[src/rtl/cnn_datapath_arbiter.sv]
// rtl/cnn_datapath_arbiter.sv - two-requester round-robin burst arbiter with registered output stage
module cnn_datapath_arbiter #(
  parameter int DATA_W    = 32,
  parameter int MAX_BURST = 16
) (
  input  logic              clk,
  input  logic              reset,
  input  logic              in_valid0,
  input  logic [DATA_W-1:0] in_data0,
  input  logic              in_last0,
  output logic              in_ready0,
  input  logic              in_valid1,
  input  logic [DATA_W-1:0] in_data1,
  input  logic              in_last1,
  output logic              in_ready1,
  output logic              sel,
  output logic              out_valid,
  output logic [DATA_W-1:0] out_data,
  output logic              out_last,
  input  logic              out_ready,
  output logic              busy
);
  localparam int CNT_W = $clog2(MAX_BURST) + 1;

  typedef enum logic [1:0] {IDLE, GNT0, GNT1} state_t;

  state_t             state, state_d;
  logic               prio, prio_d;
  logic               sel_d;
  logic [CNT_W-1:0]   beat_cnt, beat_cnt_d;
  logic               space;
  logic               xfer0, xfer1, xfer;
  logic [DATA_W-1:0]  xfer_data;
  logic               xfer_last;
  logic               at_cap;
  logic               release_grant;

  // The output stage can take a word when empty or when it drains this cycle.
  assign space     = !out_valid || out_ready;
  assign in_ready0 = !reset && (state == GNT0) && space;
  assign in_ready1 = !reset && (state == GNT1) && space;
  assign busy      = (state != IDLE);

  assign xfer0     = in_valid0 && in_ready0;
  assign xfer1     = in_valid1 && in_ready1;
  assign xfer      = xfer0 || xfer1;
  assign xfer_data = xfer1 ? in_data1 : in_data0;
  assign xfer_last = xfer1 ? in_last1 : in_last0;

  assign at_cap        = (beat_cnt == CNT_W'(MAX_BURST - 1));
  assign release_grant = xfer && (xfer_last || at_cap);

  always_comb begin
    state_d    = state;
    prio_d     = prio;
    sel_d      = sel;
    beat_cnt_d = beat_cnt;
    unique case (state)
      IDLE: begin
        if (in_valid0 && (!in_valid1 || !prio)) begin
          state_d = GNT0;
        end else if (in_valid1) begin
          state_d = GNT1;
        end
      end
      GNT0, GNT1: begin
        if (release_grant) begin
          state_d    = IDLE;
          beat_cnt_d = '0;
          prio_d     = (state == GNT0);
        end else if (xfer) begin
          beat_cnt_d = beat_cnt + 1'b1;
        end
      end
      default: state_d = IDLE;
    endcase
    // sel follows the granted requester and holds its last value through IDLE.
    if (state_d == GNT0) begin
      sel_d = 1'b0;
    end else if (state_d == GNT1) begin
      sel_d = 1'b1;
    end
  end

  always_ff @(posedge clk) begin
    if (reset) begin
      state    <= IDLE;
      prio     <= 1'b0;
      sel      <= 1'b0;
      beat_cnt <= '0;
    end else begin
      state    <= state_d;
      prio     <= prio_d;
      sel      <= sel_d;
      beat_cnt <= beat_cnt_d;
    end
  end

  always_ff @(posedge clk) begin
    if (reset) begin
      out_valid <= 1'b0;
      out_data  <= '0;
      out_last  <= 1'b0;
    end else if (xfer) begin
      out_valid <= 1'b1;
      out_data  <= xfer_data;
      out_last  <= xfer_last;
    end else if (out_ready) begin
      out_valid <= 1'b0;
    end
  end

endmodule

[config.mk]
export PLATFORM = sky130hd
export DESIGN_NAME = cnn_datapath_arbiter
export DESIGN_NICKNAME = d
export VERILOG_FILES = /design/src/rtl/cnn_datapath_arbiter.sv
export SDC_FILE = /design/constraint.sdc
export NUM_CORES = 1
export LEC_CHECK = 0
export CAP_MARGIN = 10
export CORE_MARGIN = 2
export CORE_UTILIZATION = 39
export CTS_CLUSTER_DIAMETER = 30
export DETAILED_ROUTE_END_ITERATION = 8
export PLACE_DENSITY = 0.89
export SLEW_MARGIN = 30
export SYNTH_ARGS = -nofsm -noshare
export SYNTH_HDL_FRONTEND = slang
export SYNTH_SLANG_ARGS = --single-unit
[constraint.sdc]
create_clock -name clk -period 2.75 [get_ports clk]
set_clock_uncertainty 0.1 [all_clocks]
set_input_delay 0.275 -clock clk [delete_from_list [all_inputs] [get_ports clk]]
set_output_delay 0.275 -clock clk [all_outputs]
set_load 0.1 [all_outputs]
==> results.cfg, run 1 <==
[global_route]
grt_use_total = 0.204
overflow = 0
antenna_found_initial = 0
grt_max_degree = 39
grt_pass1_wl_mm = 9.85
grt_pass1_vias = 2105

[logic_synthesis]
synth_area_um2 = 2040
synth_cells = 260
syn_nets = 337
seq_area_frac_synth = 0.423
yosys.area_share.xor_xnor = 0.0129
yosysWarnings = 0
synth.avg_cell_area_um2 = 7.83
synthSimpleGateAreaFrac = 0.256
ys_seq_elements = 43
synth_compound_area_frac = 0.216
yosys-top-cells-area = dfxtp_1 (42%), a311oi_1 (14%), nand2_1 (13%)
synth_top_area_frac = 0.423
yosys.cell_types.count = 35
synthAdderAreaFrac = 0.0369
yosysTopAreaCell = dfxtp_1
synth_top_family_by_area = simple AND/OR/NAND/NOR gates
synth_mux_area_frac = 0.0104

[timing]
fin_tns_setup_ns = 0
finalHoldViolCount = 0
max_freq_mhz = 431
fin_crit_sh = 0.844
relSlewSlack = 0.677
report.final.slew_viol_count = 0
tightestPinTransition_ns = 0.479
post-route-min-period_ns = 2.32
grt_setup_unrepaired = no
finalSetupViolCount = 0

[final_layout]
seq_area_um2 = 861
nets = 442
syn2layout_area_growth_pct = 58.0
multiInputGateArea_um2 = 1090
layout.cells.non_filler = 436
n_antenna_cell = 0
fillers = 483
fin_area_um2 = 3220
drive_gt1_frac = 0.156

[critical_path]
cp_max_fo = 3
rr_endpoint = sel
crit_slowest_cell = a311o_1
cp.arrival_ns = 2.40
crit_top_cell = ha_1
worst-path-buf-inv = 0
r2r_start = beat_cnt[0]
worstPathCellList = ha_1, and3_1, ha_1, or2_2, a311o_1, a2111oi_2, nor3_1
cp-start-kind = flop
r2r_cells = 7
path_delay_family = compound AO/OA/AOI/OAI gates
slowest_delay_ns = 0.40
cp-end-kind = flop
path_class = flop to flop
worstPathRequired_ns = 2.83
worst-r2r-setup-slack_ns = 0.43

[hold_path]
hp-start = beat_cnt[4]
hp-class = flop to flop
hold_path_end = beat_cnt[4]
min_delay_path_depth = 2

[clock_network]
clkTransAtPathRegs_ns = 0.08
htree_levels = 2
cts_tree = yes
clk-insertion-delay-late_ns = 0.29
cts_buffers = 5
clockRootBuffer = clkbuf_8
cts_setup_buffers = 0
clock-sinks = 43
cts_resized = 0
clockBufferDepth = 2
hold_buffers = 0

[floorplan]
initial_core_util = 0.401
die_w_um = 76.2
io_pins = 109
die_area_um2 = 5810
dieHeight_um = 76.2
fp.coreArea_um2 = 5070
rows = 26

[outcome]
outcome = finished clean

[routing]
vias = 2247
ant_nets = 0
drt_iter0_markers = 102
dr.pass1.iters = 4
drcViolationCount = 0
routed_wl_mm = 5.92
wl_per_cell_um = 13.6
routed_via_density = 5.15

[pwr]
power_w = 0.00155
p_leak_nw = 1.24
power_density_nw_per_um2 = 482
vdd_drop_max_mv = 0.229

[placement]
placed_area_um2 = 3130
place.gp.congestion = 0.788
io_buffer_count = 108
hpwl_mm = 4.48
dp_cells = 428

[flow_run]
maxCapViolCount = 0
[cell usage after synthesis]
master and number:
buf_1 3, xnor2_1 1, nand3_1 3, dfxtp_1 43
a21boi_0 1, nor2b_1 3, buf_2 1, o21ai_0 3
o31ai_1 1, o211ai_1 1, or4_1 1, and3_1 3
and2_1 2, a311oi_1 33, a21oi_1 5, mux2i_1 1
mux2_1 1, o21bai_1 2, xor2_1 2, a211oi_1 1
a311oi_2 1, inv_1 6, or2_2 1, ha_1 6
o21a_1 1, a2111oi_2 1, a311o_1 1, nand2_1 70
o21ai_1 1, nand2b_1 2, nor2_1 40, a31oi_1 2
nand3b_1 1, nor3_1 2, clkbuf_1 14
[per-layer routing]
layer | global-route usage | up-vias | wire length [um]
li1 | - | 1118 | -
met1 | 0.259 | 1035 | 2510
met2 | 0.342 | 86 | 2940
met3 | 0.0533 | 8 | 383
met4 | 0.0582 | 0 | 83
met5 | 0 | - | 0
[flip-flops by register name, indices dropped and copies added (netlist names)]
| name | cells |
|---|---|
| beat_cnt | 5 |
| prio | 1 |
| sel | 1 |
| out_data | 32 |
| out_valid | 1 |
| out_last | 1 |
| state | 2 |
[power breakdown]
| group | leakage, nW | switching, W | total (W) | internal, W |
|---|---|---|---|---|
| clock network | 0.0412 | 0.000219 | 0.000397 | 0.000178 |
| registers | 0.349 | 0.0000180 | 0.000669 | 0.000651 |
| logic | 0.848 | 0.000313 | 0.000485 | 0.000172 |
[tightest hold or removal path, stage by stage (launching register included)]
cell and delay [ns]:
dfxtp_1 0.32, nand2_1 0.05, a21oi_1 0.05
[how the worst max path moves through the flow]
| stage | from | end | slack (ns) | cells after the start |
|---|---|---|---|---|
| floorplan | out_valid | sel | 0.17 | 6 |
| global placement | reset | sel | 0.41 | 6 |
| detailed placement | reset | beat_cnt[4] | 0.34 | 6 |
| CTS | beat_cnt[0] | sel | 0.43 | 7 |
| global route | beat_cnt[0] | sel | 0.33 | 7 |
| finish | beat_cnt[0] | sel | 0.43 | 7 |
[cells in the final DEF (no fill, tap or decap)]
master	instances
nand2_1	70
clkdlybuf4s50_1	70
buf_4	44
dfxtp_1	43
nor2_1	40
a311oi_1	33
inv_1	6
ha_1	6
a21oi_1	5
clkbuf_8	5
nor2b_1	3
and3_1	3
o21ai_0	3
nand2b_1	2
and2_1	2
nand3_1	2
nor3_1	2
o21bai_1	2
a31oi_1	2
xor2_1	2
buf_12	2
nand3_2	1
or2_2	1
a311o_1	1
a311oi_2	1
a2111oi_2	1
o31ai_1	1
o21a_1	1
nand3b_1	1
o21ai_1	1
mux2_1	1
or4_1	1
a21boi_0	1
a211oi_1	1
xnor2_1	1
o211ai_1	1
mux2i_1	1
clkinv_2	1
clkinvlp_4	1
clkbuf_1	1
[layout make-up]
| type | count | share of cell area |
|---|---|---|
| clock inverter | 2 | 0.00389 |
| clock buffer | 6 | 0.0226 |
| tap | 70 | 0.0272 |
| multi-input combinational | 193 | 0.339 |
| inverter | 6 | 0.00700 |
| sequential | 43 | 0.268 |
| timing repair buffer | 116 | 0.333 |
[through the flow]
step | hold slack (ns) | setup slack [ns] | utilization
after floorplan | 0.334 | 0.171 | -
after global placement | 0.352 | 0.412 | 0.617
after detailed placement | 0.360 | 0.342 | 0.617
after CTS | 0.373 | 0.427 | 0.634
after global routing | 0.384 | 0.326 | 0.634
final | 0.374 | 0.430 | 0.634
[cell families after synthesis]
| logic type | after synthesis |
|---|---|
| mux | 2 |
| buf+inv | 24 |
| xor+xnor | 3 |
| compound gates | 54 |
| fa+ha+maj | 6 |
| flops | 43 |
| simple gates | 128 |
Note: power is estimated with default switching activity, not from simulation.
==> run 2: changes to the inputs <==
clock period = 2.3 ns   (was 2.75 ns; I/O delays follow)
==> run 2 against run 1 <==
Compared with the run above: design area is 2.3% higher; global-route usage rose by 1.2 points; cell count is 1.4% higher; die area unchanged; fmax rose by 3.3%; clock power grew 48%; critical path depth rose by 1; first-iteration DRC count is 0.98% lower; worst setup slack got worse by 0.38 ns; count of clock-buffer cells in the layout decreased by 1; core utilization is 1.5 points higher; sequential share of layout area decreased by 0.56 points; critical endpoint unchanged; highest routed layer unchanged.
==> results.cfg, run 2 (synthesis gave the netlist of run 1 again) <==
[outcome]
outcome = finished clean

[critical_path]
crit_slowest_cell = a311oi_2
rr_endpoint = sel
r2r_start = beat_cnt[0]
cp.arrival_ns = 2.36
worst-path-buf-inv = 1
path_delay_family = simple AND/OR/NAND/NOR gates
cp-end-kind = flop
crit_top_cell = ha_1
worst-r2r-setup-slack_ns = 0.05
slowest_delay_ns = 0.36
cp_max_fo = 3
worstPathRequired_ns = 2.41
worstPathCellList = ha_1, and3_1, ha_1, or2_2, buf_4, a311oi_2, a2111oi_2, nor3_1
r2r_cells = 8
cp-start-kind = flop
path_class = flop to flop

[placement]
place.gp.congestion = 0.852
io_buffer_count = 108
place_ws_ns = -0.00319
placed_area_um2 = 3180
hpwl_mm = 4.64

[global_route]
overflow = 0
grt_pass1_vias = 2335
antenna_found_initial = 0
grt_max_degree = 35
grt_pass1_wl_mm = 10.4
grt_use_total = 0.217

[routing]
routed_wl_mm = 6.09
vias = 2280
ant_nets = 0
routed_via_density = 5.16
wl_per_cell_um = 13.8
drt_iter0_markers = 101
dr.pass1.iters = 4
drcViolationCount = 0

[clock_network]
clkTransAtPathRegs_ns = 0.08
clockRootBuffer = clkbuf_8
cts_resized = 0
cts_tree = yes
cts_setup_buffers = 0
clock-sinks = 43
cts_buffers = 5
clk-insertion-delay-late_ns = 0.29
hold_buffers = 0
clockBufferDepth = 2
htree_levels = 2

[hold_path]
hp-start = beat_cnt[4]
min_delay_path_depth = 2
hold_path_end = beat_cnt[4]
hp-class = flop to flop

[final_layout]
largest_register_ffs = 32
syn2layout_area_growth_pct = 61.6
n_antenna_cell = 0
reg_top3 = out_data (32), beat_cnt (5), state (2)
drive_gt1_frac = 0.175
top_register = out_data
layout_common_cells = nand2_1 (70), clkdlybuf4s50_1 (70), buf_4 (50)
nets = 448
fin_area_um2 = 3290

[timing]
timing.final.ws_setup_ns = 0.0538
tightestPinTransition_ns = 0.467
post-route-min-period_ns = 2.25
finalHoldViolCount = 0
grt_setup_unrepaired = yes
relSlewSlack = 0.686
fin_crit_sh = 0.977
fin_tns_setup_ns = 0
max_freq_mhz = 445
hold_ws_ns = 0.373
report.final.slew_viol_count = 0
finalSetupViolCount = 0

[floorplan]
die_w_um = 76.2
initial_core_util = 0.401
die_area_um2 = 5810
rows = 26
fp.coreArea_um2 = 5070
io_pins = 109
dieHeight_um = 76.2

[pwr]
vdd_drop_max_mv = 0.374
p_int_w = 0.00131
swShare = 0.335
combPwrFrac = 0.298
p_leak_nw = 1.28
p_seq_frac = 0.405
p_sw_w = 0.000661
pwr-share-clk = 0.297
power_density_nw_per_um2 = 600

[flow_run]
maxCapViolCount = 0
==> run 2: cell count changes in the layout (fill, tap and decap cells not counted), sizes merged <==
| cell | change |
|---|---|
| clkbuf | -1 |
| bufinv | +1 |
| buf | +6 |
| clkinvlp | -1 |
| clkinv | +1 |
==> run 2: area by class of cell <==
cell class | count | area (um2)
fill | 466 | 1790
timing repair buffer | 122 | 1120
multi-input combinational | 193 | 1090
sequential | 43 | 862
tap | 70 | 87.6
clock buffer | 5 | 68.8
clock inverter | 3 | 43.8
inverter | 6 | 22.5
==> run 2: how the worst max path moves through the flow <==
stage / startpoint / to / depth (start not counted)
after global routing: beat_cnt[0] / sel / 8
after detailed placement: beat_cnt[0] / sel / 7
after CTS: beat_cnt[0] / sel / 8
after global placement: beat_cnt[0] / sel / 7
after floorplan: out_valid / in_ready1 / 2
final: beat_cnt[0] / sel / 8
==> run 2: tightest hold or removal path: cells and delay by family (launching register included) <==
family / cells / cell delay, ns
flip-flops: 1 / 0.31
AO/OA/AOI/OAI: 1 / 0.06
AND/OR/NAND/NOR: 1 / 0.05
==> run 2: layer usage <==
metal / GRT usage / vias to the layer above / share of wire
met5: 0 / - / 0
met4: 0.0727 / 0 / 0.014
met3: 0.0616 / 7 / 0.064
met2: 0.392 / 81 / 0.50
met1: 0.244 / 1063 / 0.42
li1: - / 1129 / -
==> run 2: metrics by stage <==
stage | power (W) | instances | utilization
after floorplan | 0.00118 | 260 | -
after global placement | 0.00140 | 434 | 0.626
after detailed placement | 0.00141 | 434 | 0.626
after CTS | 0.00199 | 442 | 0.648
after global routing | 0.00206 | 442 | 0.648
final | 0.00197 | 442 | 0.648
==> run 2: power groups by stage <==
stage	registers, W	logic [W]	clock network, W
finish	0.000799	0.000589	0.000586
global route	0.000804	0.000618	0.000634
CTS	0.000799	0.000591	0.000605
detailed placement	0.000815	0.000590	0
global placement	0.000814	0.000583	0
floorplan	0.00103	0.000150	0
==> run 3: changes to the inputs <==
CELL_PAD_IN_SITES_DETAIL_PLACEMENT = 0   (was not set)
CELL_PAD_IN_SITES_GLOBAL_PLACEMENT = 1   (was not set)
CORE_UTILIZATION = 28   (was 39)
CTS_BUF_LIST = sky130_fd_sc_hd__clkbuf_8   (was not set)
PLACE_DENSITY = 0.92   (was 0.89)
==> run 3 against run 2 <==
Compared with the run above: largest power group unchanged; critical path type unchanged; highest routed layer unchanged; worst setup slack gained 0.043 ns; non-clock buffer count fell by 4; cell count up 5.4%; sequential cell count is the same; sequential share of layout area barely moved; die area is 37% higher; fmax is 2.0% higher; sequential power barely moved; worst hold slack improved by 0.0013 ns; core utilization down 19 points; power down 5.2%.
==> results.cfg, run 3 (synthesis gave the netlist of run 1 again) <==
[pwr]
p_leak_nw = 1.26
power_density_nw_per_um2 = 570
vdd_drop_max_mv = 0.221
power_w = 0.00187

[critical_path]
worstPathRequired_ns = 2.42
worst-path-buf-inv = 1
path_delay_family = simple AND/OR/NAND/NOR gates
crit_slowest_cell = a311oi_2
path_class = flop to flop
r2r_start = beat_cnt[0]
slowest_delay_ns = 0.38
r2r_cells = 8
worst-r2r-setup-slack_ns = 0.1
cp-start-kind = flop
cp-end-kind = flop
cp_max_fo = 3
cp.arrival_ns = 2.32
rr_endpoint = sel
worstPathCellList = ha_1, and3_1, ha_1, or2_2, buf_4, a311oi_2, a2111oi_2, nor3_1
crit_top_cell = ha_1

[flow_run]
maxCapViolCount = 0

[hold_path]
hp-start = beat_cnt[4]
min_delay_path_depth = 2
hp-class = flop to flop
hold_path_end = beat_cnt[4]

[global_route]
antenna_found_initial = 0
grt_pass1_vias = 2163
grt_use_total = 0.155
overflow = 0
grt_pass1_wl_mm = 9.76
grt_max_degree = 44

[final_layout]
final_util = 0.460
n_antenna_cell = 0
nets = 444
syn2layout_area_growth_pct = 61.3
reg_top3 = out_data (32), beat_cnt (5), state (2)
layout_common_cells = nand2_1 (70), clkdlybuf4s50_1 (70), buf_4 (45)
top_register = out_data
seq_area_um2 = 862
largest_register_ffs = 32
multiInputGateArea_um2 = 1090
fin_area_um2 = 3280
fillers = 724
layout.cells.non_filler = 466
drive_gt1_frac = 0.163

[timing]
max_freq_mhz = 454
post-route-min-period_ns = 2.20
finalHoldViolCount = 0
grt_setup_unrepaired = yes
fin_tns_setup_ns = 0
finalSetupViolCount = 0
fin_crit_sh = 0.958
report.final.slew_viol_count = 0
tightestPinTransition_ns = 0.437
relSlewSlack = 0.706

[clock_network]
clock-sinks = 43
clkTransAtPathRegs_ns = 0.08
htree_levels = 2
clockRootBuffer = clkbuf_8
cts_setup_buffers = 0
hold_buffers = 0
clockBufferDepth = 2
cts_buffers = 5
cts_tree = yes
clk-insertion-delay-late_ns = 0.28

[floorplan]
rows = 31
io_pins = 109
fp.coreArea_um2 = 7140
die_area_um2 = 7970
dieHeight_um = 89.3
initial_core_util = 0.285
die_w_um = 89.3

[routing]
routed_wl_mm = 6.14
vias = 2255
wl_per_cell_um = 13.2
ant_nets = 0
routed_via_density = 4.84
drcViolationCount = 0
dr.pass1.iters = 4
drt_iter0_markers = 52

[placement]
placed_area_um2 = 3200
dp_cells = 459
io_buffer_count = 108
hpwl_mm = 4.64
place.gp.congestion = 0.848

[outcome]
outcome = finished clean
## run 3: cell count changes in the layout (fill, tap and decap cells not counted)
cell / before / now
o21ai_1: 1 / 2
buf_4: 50 / 45
clkinv_4: 1 / 0
buf_12: 2 / 3
bufinv_16: 1 / 0
o21ai_0: 3 / 2
clkbuf_8: 5 / 6
## run 3: area by class of cell
cell class / count / share of cell area
clock buffers: 6 / 0.0252
clock inverters: 1 / 0.00152
inverters: 6 / 0.00686
multi-input cells: 193 / 0.332
flip-flops and latches: 43 / 0.263
well taps: 99 / 0.0377
repair buffers: 118 / 0.335
## run 3: routing by layer
layer | track usage | share of wire | vias up
met5 | 0 | 0 | -
met4 | 0.0488 | 0.011 | 0
met2 | 0.256 | 0.49 | 62
li1 | - | - | 1118
met3 | 0.0434 | 0.061 | 9
met1 | 0.197 | 0.44 | 1066
## run 3: repair_timing
action	in CTS	in global routing
resized for setup	0	1
endpoints found under the setup margin	1	1
pin swaps	1	1
cloned	0	0
## run 3: power by group
part | leakage (nW) | switching [W] | internal [W]
Clock | 0.0470 | 0.000250 | 0.000236
Sequential | 0.349 | 0.0000218 | 0.000778
Combinational | 0.863 | 0.000375 | 0.000209
Total | 1.26 | 0.000647 | 0.00122
## run 3: worst min-delay path: stages, from the launching register on
cell	delay (ns)
dfxtp_1	0.32
nand2_1	0.06
a21oi_1	0.06
## run 3: metrics by stage
step                      setup slack, ns  hold WS [ns]
final                              0.0971         0.374
after global routing              -0.0213         0.404
after CTS                          0.0122         0.369
after detailed placement          0.00724         0.358
after global placement             0.0610         0.348
after floorplan                   0.00852         0.289
## run 3: worst max path at each step
stage	startpoint	end	slack [ns]	cells past startpoint
final	beat_cnt[0]	sel	0.1	8
after floorplan	out_valid	in_ready1	0.009	2
after global placement	beat_cnt[0]	sel	0.06	7
after global routing	beat_cnt[0]	sel	-0.02	8
after detailed placement	beat_cnt[0]	sel	0.007	7
after CTS	beat_cnt[0]	sel	0.01	8
